===== config.mk =====
export PLATFORM = sky130hd
export DESIGN_NAME = axi_ni_target_wdata_unpacker
export DESIGN_NICKNAME = d
export VERILOG_FILES = /design/src/rtl/axi_ni_target_wdata_unpacker.sv
export SDC_FILE = /design/constraint.sdc
export NUM_CORES = 1
export LEC_CHECK = 0
export CORE_MARGIN = 2
export CORE_UTILIZATION = 50
export DETAILED_ROUTE_END_ITERATION = 6
export GPL_TIMING_DRIVEN = 0
export PLACE_DENSITY_LB_ADDON = 0.25
export RECOVER_POWER = 25
export SYNTH_ARGS = -nofsm -noshare
export SYNTH_HDL_FRONTEND = slang
export SYNTH_SLANG_ARGS = --single-unit

===== constraint.sdc =====
create_clock -name clk -period 2.35 [get_ports clk]
set_input_delay 0.47 -clock clk [delete_from_list [all_inputs] [get_ports clk]]
set_output_delay 0.47 -clock clk [all_outputs]
set_load 0.1 [all_outputs]

===== src/rtl/axi_ni_target_wdata_unpacker.sv =====
// Target NI write-data unpacker: buffers NoC payload words and replays them as an AXI W burst.
// Optional build macro NI_TGT_WDATA_MASK_EN zeroes WDATA bytes whose WSTRB bit is clear.

`ifndef LITTLE_ENDIAN
`define LITTLE_ENDIAN 0
`endif

module axi_ni_target_wdata_unpacker #(
  parameter int AXIWDATAWD = 32,
  parameter int BEWD       = AXIWDATAWD / 8,
  parameter int DEPTH      = 4,
  parameter int BURSTLENWD = 8,
  parameter int ENDIANNESS = `LITTLE_ENDIAN
) (
  input  logic                  clk,
  input  logic                  rst,
  input  logic                  start,
  input  logic [BURSTLENWD-1:0] burst_len,
  output logic                  busy,
  input  logic                  payload_valid,
  input  logic [AXIWDATAWD-1:0] payload_data,
  input  logic [BEWD-1:0]       payload_ben,
  output logic                  payload_ready,
  output logic                  WVALID,
  output logic [AXIWDATAWD-1:0] WDATA,
  output logic [BEWD-1:0]       WSTRB,
  output logic                  WLAST,
  input  logic                  WREADY,
  output logic                  burst_done
);

  localparam int AW = $clog2(DEPTH);
  localparam logic [BURSTLENWD-1:0] CNT_ONE = BURSTLENWD'(1);
  localparam logic [AW:0]           PTR_ONE = (AW + 1)'(1);

  typedef enum logic [1:0] {
    IDLE,
    STREAM,
    DONE
  } state_t;

  state_t state;
  state_t state_next;

  logic [BURSTLENWD-1:0] in_left;
  logic [BURSTLENWD-1:0] out_left;
  logic                  in_pending;

  // Pointers carry one extra wrap bit so full and empty are distinguishable.
  logic [AW:0]           wr_ptr;
  logic [AW:0]           rd_ptr;
  logic [AXIWDATAWD-1:0] mem_data [DEPTH];
  logic [BEWD-1:0]       mem_ben  [DEPTH];

  logic                  fifo_empty;
  logic                  fifo_full;
  logic                  push;
  logic                  pop;
  logic                  start_burst;
  logic [AXIWDATAWD-1:0] ord_data;
  logic [AXIWDATAWD-1:0] wr_data;
  logic [BEWD-1:0]       ord_ben;

  // Reorder from NoC (little-endian) lanes into slave lanes before the FIFO.
  for (genvar i = 0; i < BEWD; i++) begin : g_lane
    localparam int SRC = (ENDIANNESS == `LITTLE_ENDIAN) ? i : (BEWD - 1 - i);
    assign ord_data[8*i +: 8] = payload_data[8*SRC +: 8];
    assign ord_ben[i]         = payload_ben[SRC];
`ifdef NI_TGT_WDATA_MASK_EN
    assign wr_data[8*i +: 8]  = ord_ben[i] ? ord_data[8*i +: 8] : 8'h00;
`else
    assign wr_data[8*i +: 8]  = ord_data[8*i +: 8];
`endif
  end

  assign fifo_empty = (wr_ptr == rd_ptr);
  assign fifo_full  = (wr_ptr[AW] != rd_ptr[AW]) && (wr_ptr[AW-1:0] == rd_ptr[AW-1:0]);

  assign start_burst   = (state == IDLE) && start;
  assign payload_ready = (state == STREAM) && in_pending && !fifo_full;
  assign push          = payload_valid && payload_ready;

  // W outputs are gated by WVALID so they read zero whenever no beat is offered.
  assign WVALID = (state == STREAM) && !fifo_empty;
  assign WDATA  = WVALID ? mem_data[rd_ptr[AW-1:0]] : '0;
  assign WSTRB  = WVALID ? mem_ben[rd_ptr[AW-1:0]]  : '0;
  assign WLAST  = WVALID && (out_left == '0);
  assign pop    = WVALID && WREADY;

  assign busy       = (state != IDLE);
  assign burst_done = (state == DONE);

  always_ff @(posedge clk or negedge rst) begin
    if (!rst) begin
      state <= IDLE;
    end else begin
      state <= state_next;
    end
  end

  always_comb begin
    state_next = state;
    unique case (state)
      IDLE:    if (start) state_next = STREAM;
      STREAM:  if (pop && WLAST) state_next = DONE;
      DONE:    state_next = IDLE;
      default: state_next = IDLE;
    endcase
  end

  // The push taken at in_left==0 is the final word; counters saturate at zero.
  always_ff @(posedge clk or negedge rst) begin
    if (!rst) begin
      in_left    <= '0;
      out_left   <= '0;
      in_pending <= 1'b0;
    end else if (start_burst) begin
      in_left    <= burst_len;
      out_left   <= burst_len;
      in_pending <= 1'b1;
    end else begin
      if (push) begin
        if (in_left == '0) begin
          in_pending <= 1'b0;
        end else begin
          in_left <= in_left - CNT_ONE;
        end
      end
      if (pop && (out_left != '0)) begin
        out_left <= out_left - CNT_ONE;
      end
    end
  end

  always_ff @(posedge clk or negedge rst) begin
    if (!rst) begin
      wr_ptr <= '0;
      rd_ptr <= '0;
    end else if (start_burst) begin
      wr_ptr <= '0;
      rd_ptr <= '0;
    end else begin
      if (push) wr_ptr <= wr_ptr + PTR_ONE;
      if (pop)  rd_ptr <= rd_ptr + PTR_ONE;
    end
  end

  always_ff @(posedge clk) begin
    if (push) begin
      mem_data[wr_ptr[AW-1:0]] <= wr_data;
      mem_ben[wr_ptr[AW-1:0]]  <= ord_ben;
    end
  end

endmodule


After elaboration in Yosys (flattened, before gate mapping)
Memory sizes are Yosys's and may differ from the RTL's.
Index checks and enable logic that the tools add are counted.
{"block": "word_totals", "regBits": 25, "mem_bits_rw": 144, "in_bits": 49, "out_inout_bits": 41, "memories": 2}
{"memory": "mem_data", "words": 4, "width": 32, "read_ports": 1, "rd_clocked_by_memory_dff": 0, "wr": 1, "line": "52", "rtl": "logic [AXIWDATAWD-1:0] mem_data [DEPTH];"}
{"memory": "mem_ben", "words": 4, "width": 4, "read_ports": 1, "rd_clocked_by_memory_dff": 0, "wr": 1, "line": "53", "rtl": "logic [BEWD-1:0] mem_ben [DEPTH];"}
{"block": "op_classes", "n_addsub": 4, "eq_ne": 8, "muxes": 19, "n_reduce_logical": 24}
{"cell": "$mux 8", "n": 5}
{"cell": "$mux 32", "n": 1}
{"cell": "$logic_not 8->1", "n": 2}
{"cell": "$sub 8x1->8 const B", "n": 2}
{"cell": "$mux 3", "n": 4}
{"cell": "$logic_and 1x1->1", "n": 10}
{"cell": "$reduce_bool 2->1", "n": 5}
{"cell": "$reduce_bool 8->1", "n": 1}
{"cell": "$add 3x1->3 const B", "n": 2}
{"cell": "$reduce_and 2->1", "n": 3}
{"cell": "$mux 1", "n": 5}
{"cell": "$mux 2", "n": 2}
{"cell": "$mux 4", "n": 1}
{"cell": "$ne 2x2->1 const B", "n": 2}
{"cell": "$pmux 2 s2", "n": 1}
{"cell": "$eq 3x3->1", "n": 1}
{"cell": "$eq 2x1->1 const B", "n": 1}
{"cell": "$eq 2x2->1", "n": 1}
{"cell": "$eq 2x2->1 const B", "n": 1}
{"cell": "$logic_not 1->1", "n": 2}
{"cell": "$logic_not 2->1", "n": 1}
{"cell": "$ne 2x1->1 const B", "n": 1}
{"cell": "$ne 1x1->1", "n": 1}

Logic depth before layout (Yosys ltp)
{"block": "logic_depth", "depth_word": 7, "ltp_mapped": 6, "depth_no_buf": 6}

Least setup slack after synthesis
No wires, ideal clock.
{"block": "synth_timing", "path_kind": "register to output", "from": "register wr_ptr[1]", "to": "output WDATA[25]", "arrival_time_ps": 2730, "setup_slack_ps": -850, "path_stages_with_launch": 6, "path_buffers": 1, "cell_sequence": "dfrtp_1 -> xnor2_1 -> a31o_2 -> inv_2 -> clkbuf_1 -> and2_1"}
{"block": "synth_via", "elab_chain_len": 4}
{"item": "from (decl)", "line": "50", "rtl": "logic [AW:0] wr_ptr;"}
{"item": "from (signal assigned)", "line": "143", "rtl": "if (push) wr_ptr <= wr_ptr + PTR_ONE;"}
{"item": "$eq 3x3->1", "line": "76", "rtl": "assign fifo_empty = (wr_ptr == rd_ptr);"}
{"item": "$logic_not 1->1", "line": "84", "rtl": "assign WVALID = (state == STREAM) && !fifo_empty;"}
{"item": "$logic_and 1x1->1", "line": "84"}
{"item": "via WVALID", "line": "24", "rtl": "output logic WVALID,"}
{"item": "$mux 32", "line": "85", "rtl": "assign WDATA = WVALID ? mem_data[rd_ptr[AW-1:0]] : '0;"}
{"item": "to (decl)", "line": "25", "rtl": "output logic [AXIWDATAWD-1:0] WDATA,"}
The timed path passes the listed nets, and every way through them passes these cells.

Worst setup path in the final report
{"block": "layout_timing", "from": "register rd_ptr[0]", "to": "output WDATA[29]"}
{"block": "layout_via", "elab_chain_len": 4}
{"item": "from (decl)", "line": "51", "rtl": "logic [AW:0] rd_ptr;"}
{"item": "from (signal assigned)", "line": "144", "rtl": "if (pop) rd_ptr <= rd_ptr + PTR_ONE;"}
{"item": "$eq 3x3->1", "line": "76"}
{"item": "$logic_not 1->1", "line": "84"}
{"item": "$logic_and 1x1->1", "line": "84"}
{"item": "$mux 32 (*)", "line": "85"}
Every way passes the cells marked *; elsewhere a longest branch is shown, timed or not.

==> impl_results.rst <==
.. list-table::
   :header-rows: 1

   * - Metric
     - Value
   * - Outcome
     - finished, violations left
   * - Violated checks
     - negative setup slack
   * - Path type of the worst setup path
     - register to primary output
   * - Post-Syn Area
     - 0.007022 sq mm
   * - Post-synthesis instance total
     - 400
   * - Share of synthesized registers carrying an async set or reset
     - 14.79%
   * - Layout-stage area growth over the synthesis result
     - 38.88%
   * - Number of sinks handled by clock tree synthesis
     - 169
   * - Reg2reg setup slack
     - 0.38 ns
   * - Drt first-iter violations
     - 298
   * - Number of inserted filler cells in the final layout
     - 849
   * - Number of cells traversed by the worst register-to-register path
     - 4
   * - Category of the worst setup path launch point
     - register
   * - Total Wirelength
     - 15210 um
   * - Average cell area after synthesis
     - 17.55 sq um
   * - Relative max-transition margin
     - 21.32%
   * - Seq cells post-synth
     - 169
   * - Net count after synthesis
     - 458
   * - Effective utilization at floorplan
     - 50.98%
   * - Global placement routability congestion
     - 0.8255
   * - Remaining routing DRC violations
     - 0
   * - Global-route track usage on met3
     - 5.576%
   * - Stages on the worst setup path
     - 5
   * - Via count normalized by instance count
     - 5.737
   * - Pin count of the biggest net entering global routing
     - 30
   * - Overall die height
     - 122.5 um
   * - Post-route clock skew
     - 0.008336 ns
   * - Residual overflow from global routing
     - 0
   * - Overall routing resource usage
     - 21.47%
   * - Drt first pass iters
     - 4
   * - Primary flip-flop cell chosen by synthesis mapping
     - edfxtp_1
   * - Number of max-slew violations in the final report
     - 0
   * - Hold Crit Depth
     - 2
   * - Worst path arrival time
     - 2.08 ns
   * - Period utilization
     - 108.4%
   * - Synth warn
     - 0
   * - # nets final
     - 587
   * - Number of different library cells in the post-synthesis netlist
     - 50
   * - Slowest cell on the critical path
     - mux4_2
   * - # rows
     - 43
   * - Post-synthesis cell type with the largest combined area
     - edfxtp_1
   * - Number of routed nets with antenna violations
     - 0
   * - Ratio of cells with drive above 1 in the final layout
     - 37.64%
   * - Fraction of synthesized cell area taken by the top area cell type
     - 61.58%
   * - Final Cell Area
     - 0.009752 sq mm
   * - Via total after detailed routing
     - 4142
   * - Clock tree root driver cell
     - clkbuf_16
   * - RR Endpoint
     - mem_data[2][28]$_DFFE_PP_
   * - Top cells by area in the synthesized netlist
     - edfxtp_1 62%, mux4_2 12%, dfrtp_1 8.9%, and2_1 3.4%, ha_1 1.6%
   * - Clock Pin Slew Worst Setup and Hold Paths
     - 0.06 ns
   * - Worst hold path startpoint
     - WREADY
   * - Initial antenna violation count
     - 0
   * - Insertion delay of the later-clocked pin in the worst-skew pair
     - 0.43 ns
   * - Clock tree from TritonCTS
     - done
   * - Worst hold-check slack
     - 0.3396 ns
   * - I/O pins
     - 90
   * - Count of port buffers added during placement
     - 88
   * - Capturing element type of the critical path
     - primary output
   * - Final critical path time including I/O delays and setup
     - 2.547 ns
   * - Hold-fix buffer count after cts
     - 0
   * - Cell-by-cell listing of the critical path
     - buf_12 > buf_12 > mux4_2 > and2_4 > buf_12
   * - Crit path buf inv count
     - 3
   * - Layer with the highest usage
     - met2
   * - Clock buffer depth
     - 2
   * - Critical path data required time
     - 1.88 ns
   * - Floorplan Core Area
     - 0.01377 sq mm
   * - Area of the die
     - 0.01501 sq mm
   * - Actual slew at the worst max-slew pin
     - 1.176 ns
   * - Vias in the first global route
     - 4175
   * - Setup slack of the critical path after layout
     - -0.1969 ns
   * - Global-route track usage on met2
     - 35.21%
   * - Fraction of met1 tracks used by global routing
     - 28.45%
   * - Total CTS buffers
     - 17
   * - Post-synth EDFFs
     - 144
   * - Routed length per placed instance
     - 21.06 um
   * - CP max stage delay
     - 0.50 ns
   * - Placement Cell Area
     - 0.008278 sq mm
   * - Setup-violating endpoint count in the final report
     - 36
   * - HPWL reported at the end of detailed placement
     - 9217 um
   * - Final core utilization
     - 70.80%
   * - Most common cell type on the critical path
     - buf_12
   * - Number of H-tree branching levels
     - 4
   * - CP delay by family, top
     - multiplexers
   * - Path class of the lowest-slack min-delay path
     - primary input to register
   * - Post-synthesis sequential area ratio
     - 70.49%
   * - Number of diodes
     - 0
   * - Max-capacitance violation count
     - 0
   * - Count of final hold-check violations
     - 0
   * - First-pass GRT wire length
     - 23230 um
   * - Width of the die
     - 122.5 um
   * - Beginning of the worst register-to-register path
     - rd_ptr[1]$_DFFE_PN0P_
   * - RSZ-0062 raised after global routing
     - true
   * - End point of the most critical hold path
     - state[0]$_DFFE_PN0P_
   * - Maximum clock frequency
     - 392.6 MHz
   * - Largest fanout of any net on the critical path
     - 8
[placed cells by master, fill, tap and decap left out, drive strengths merged, types with 12 or more instances in the layout]
master / synthesis / routed
nor2: 12 / 12
and2: 38 / 38
inv: 14 / 19
dfrtp: 25 / 25
clkbuf: 12 / 30
dlygate4sd3: 0 / 22
edfxtp: 144 / 144
buf: 7 / 68
nand2: 12 / 12
clkdlybuf4s50: 0 / 25
mux4: 36 / 36
[cells in the mapped netlist, drive strengths merged (4+ instances only)]
cell type	n
a31o	5
a31oi	9
and2	38
and3	4
buf	7
clkbuf	12
dfrtp	25
edfxtp	144
ha	9
inv	14
mux4	36
nand2	12
nand3	8
nand4	4
nor2	12
o211ai	7
o311ai	4
o31ai	5
or4	4
xnor2	4
[repair_timing]
item	in CTS	in global routing
setup endpoints to repair	41	40
gates resized for setup	434	17
hold endpoints to repair	0	0
gates cloned	2	2
setup buffers	11	3
pin swaps	12	8
[routing by layer]
layer | share of wire (%) | up-vias
met3 | 4.7 | 14
met4 | 0.78 | 0
met5 | 0 | -
met2 | 52 | 104
li1 | - | 1856
met1 | 43 | 2168
[layout make-up]
| cell class | instances | area, sq um | area share (%) |
|---|---|---|---|
| plain buffers | 19 | 234.0 | 2.399 |
| repair buffers | 110 | 1541 | 15.81 |
| multi-input cells | 198 | 2125 | 21.79 |
| clock buffers | 17 | 425.4 | 4.362 |
| well taps | 180 | 225.2 | 2.309 |
| flip-flops and latches | 169 | 4955 | 50.81 |
| inverters | 14 | 55.05 | 0.5645 |
| clock inverters | 15 | 191.4 | 1.963 |
[through the flow]
step / cells / worst slack [ns] / TNS [ns]
floorplan: 400 / -0.1251 / -0.1251
global placement: 668 / -1.306 / -174.97
detailed placement: 672 / -1.391 / -46.22
CTS: 717 / -0.1739 / -5.529
global route: 722 / -0.2621 / -8.123
finish: 722 / -0.1969 / -5.844
[logic make-up (layout without fill, tap and decap cells)]
logic type / after synthesis / count (layout) / synth area share [%]
muxes: 39 / 39 / 11.97
buffers and inverters: 33 / 175 / 1.871
AOI/OAI and AO/OA: 42 / 42 / 4.633
and+or+nand+nor: 103 / 103 / 8.802
DFF: 169 / 169 / 70.49
adders and majority gates: 9 / 9 / 1.604
xor gates and xnor gates: 5 / 5 / 0.6236
[sequential cells by signal, summed over array words and instances, names as in the netlist]
| name | flops |
|---|---|
| in_left | 8 |
| in_pending | 1 |
| mem_ben | 16 |
| mem_data | 128 |
| out_left | 8 |
| rd_ptr | 3 |
| state | 2 |
| wr_ptr | 3 |
[worst max path at each step]
stage                                     start   endpoint  slack [ns]
after floorplan           wr_ptr[1]$_DFFE_PN0P_  WDATA[25]       -0.13
after global routing      rd_ptr[0]$_DFFE_PN0P_  WDATA[27]       -0.26
after CTS                 rd_ptr[0]$_DFFE_PN0P_  WDATA[24]       -0.17
after detailed placement  wr_ptr[0]$_DFFE_PN0P_  WDATA[24]       -1.39
final                     rd_ptr[0]$_DFFE_PN0P_  WDATA[29]       -0.20
after global placement    wr_ptr[1]$_DFFE_PN0P_  WDATA[12]       -1.31
[worst register-to-register path, delay by kind of cell, from the launching register on]
family                 cells  cell delay [ns]
XOR/XNOR                   1             0.19
buffers and inverters      1             0.25
flip-flops                 1             0.47
AND/OR/NAND/NOR            2             0.76
Power is left out: the tool's default activity adds up to more than one toggle a clock period on the data nets, which glitch-free logic cannot reach.
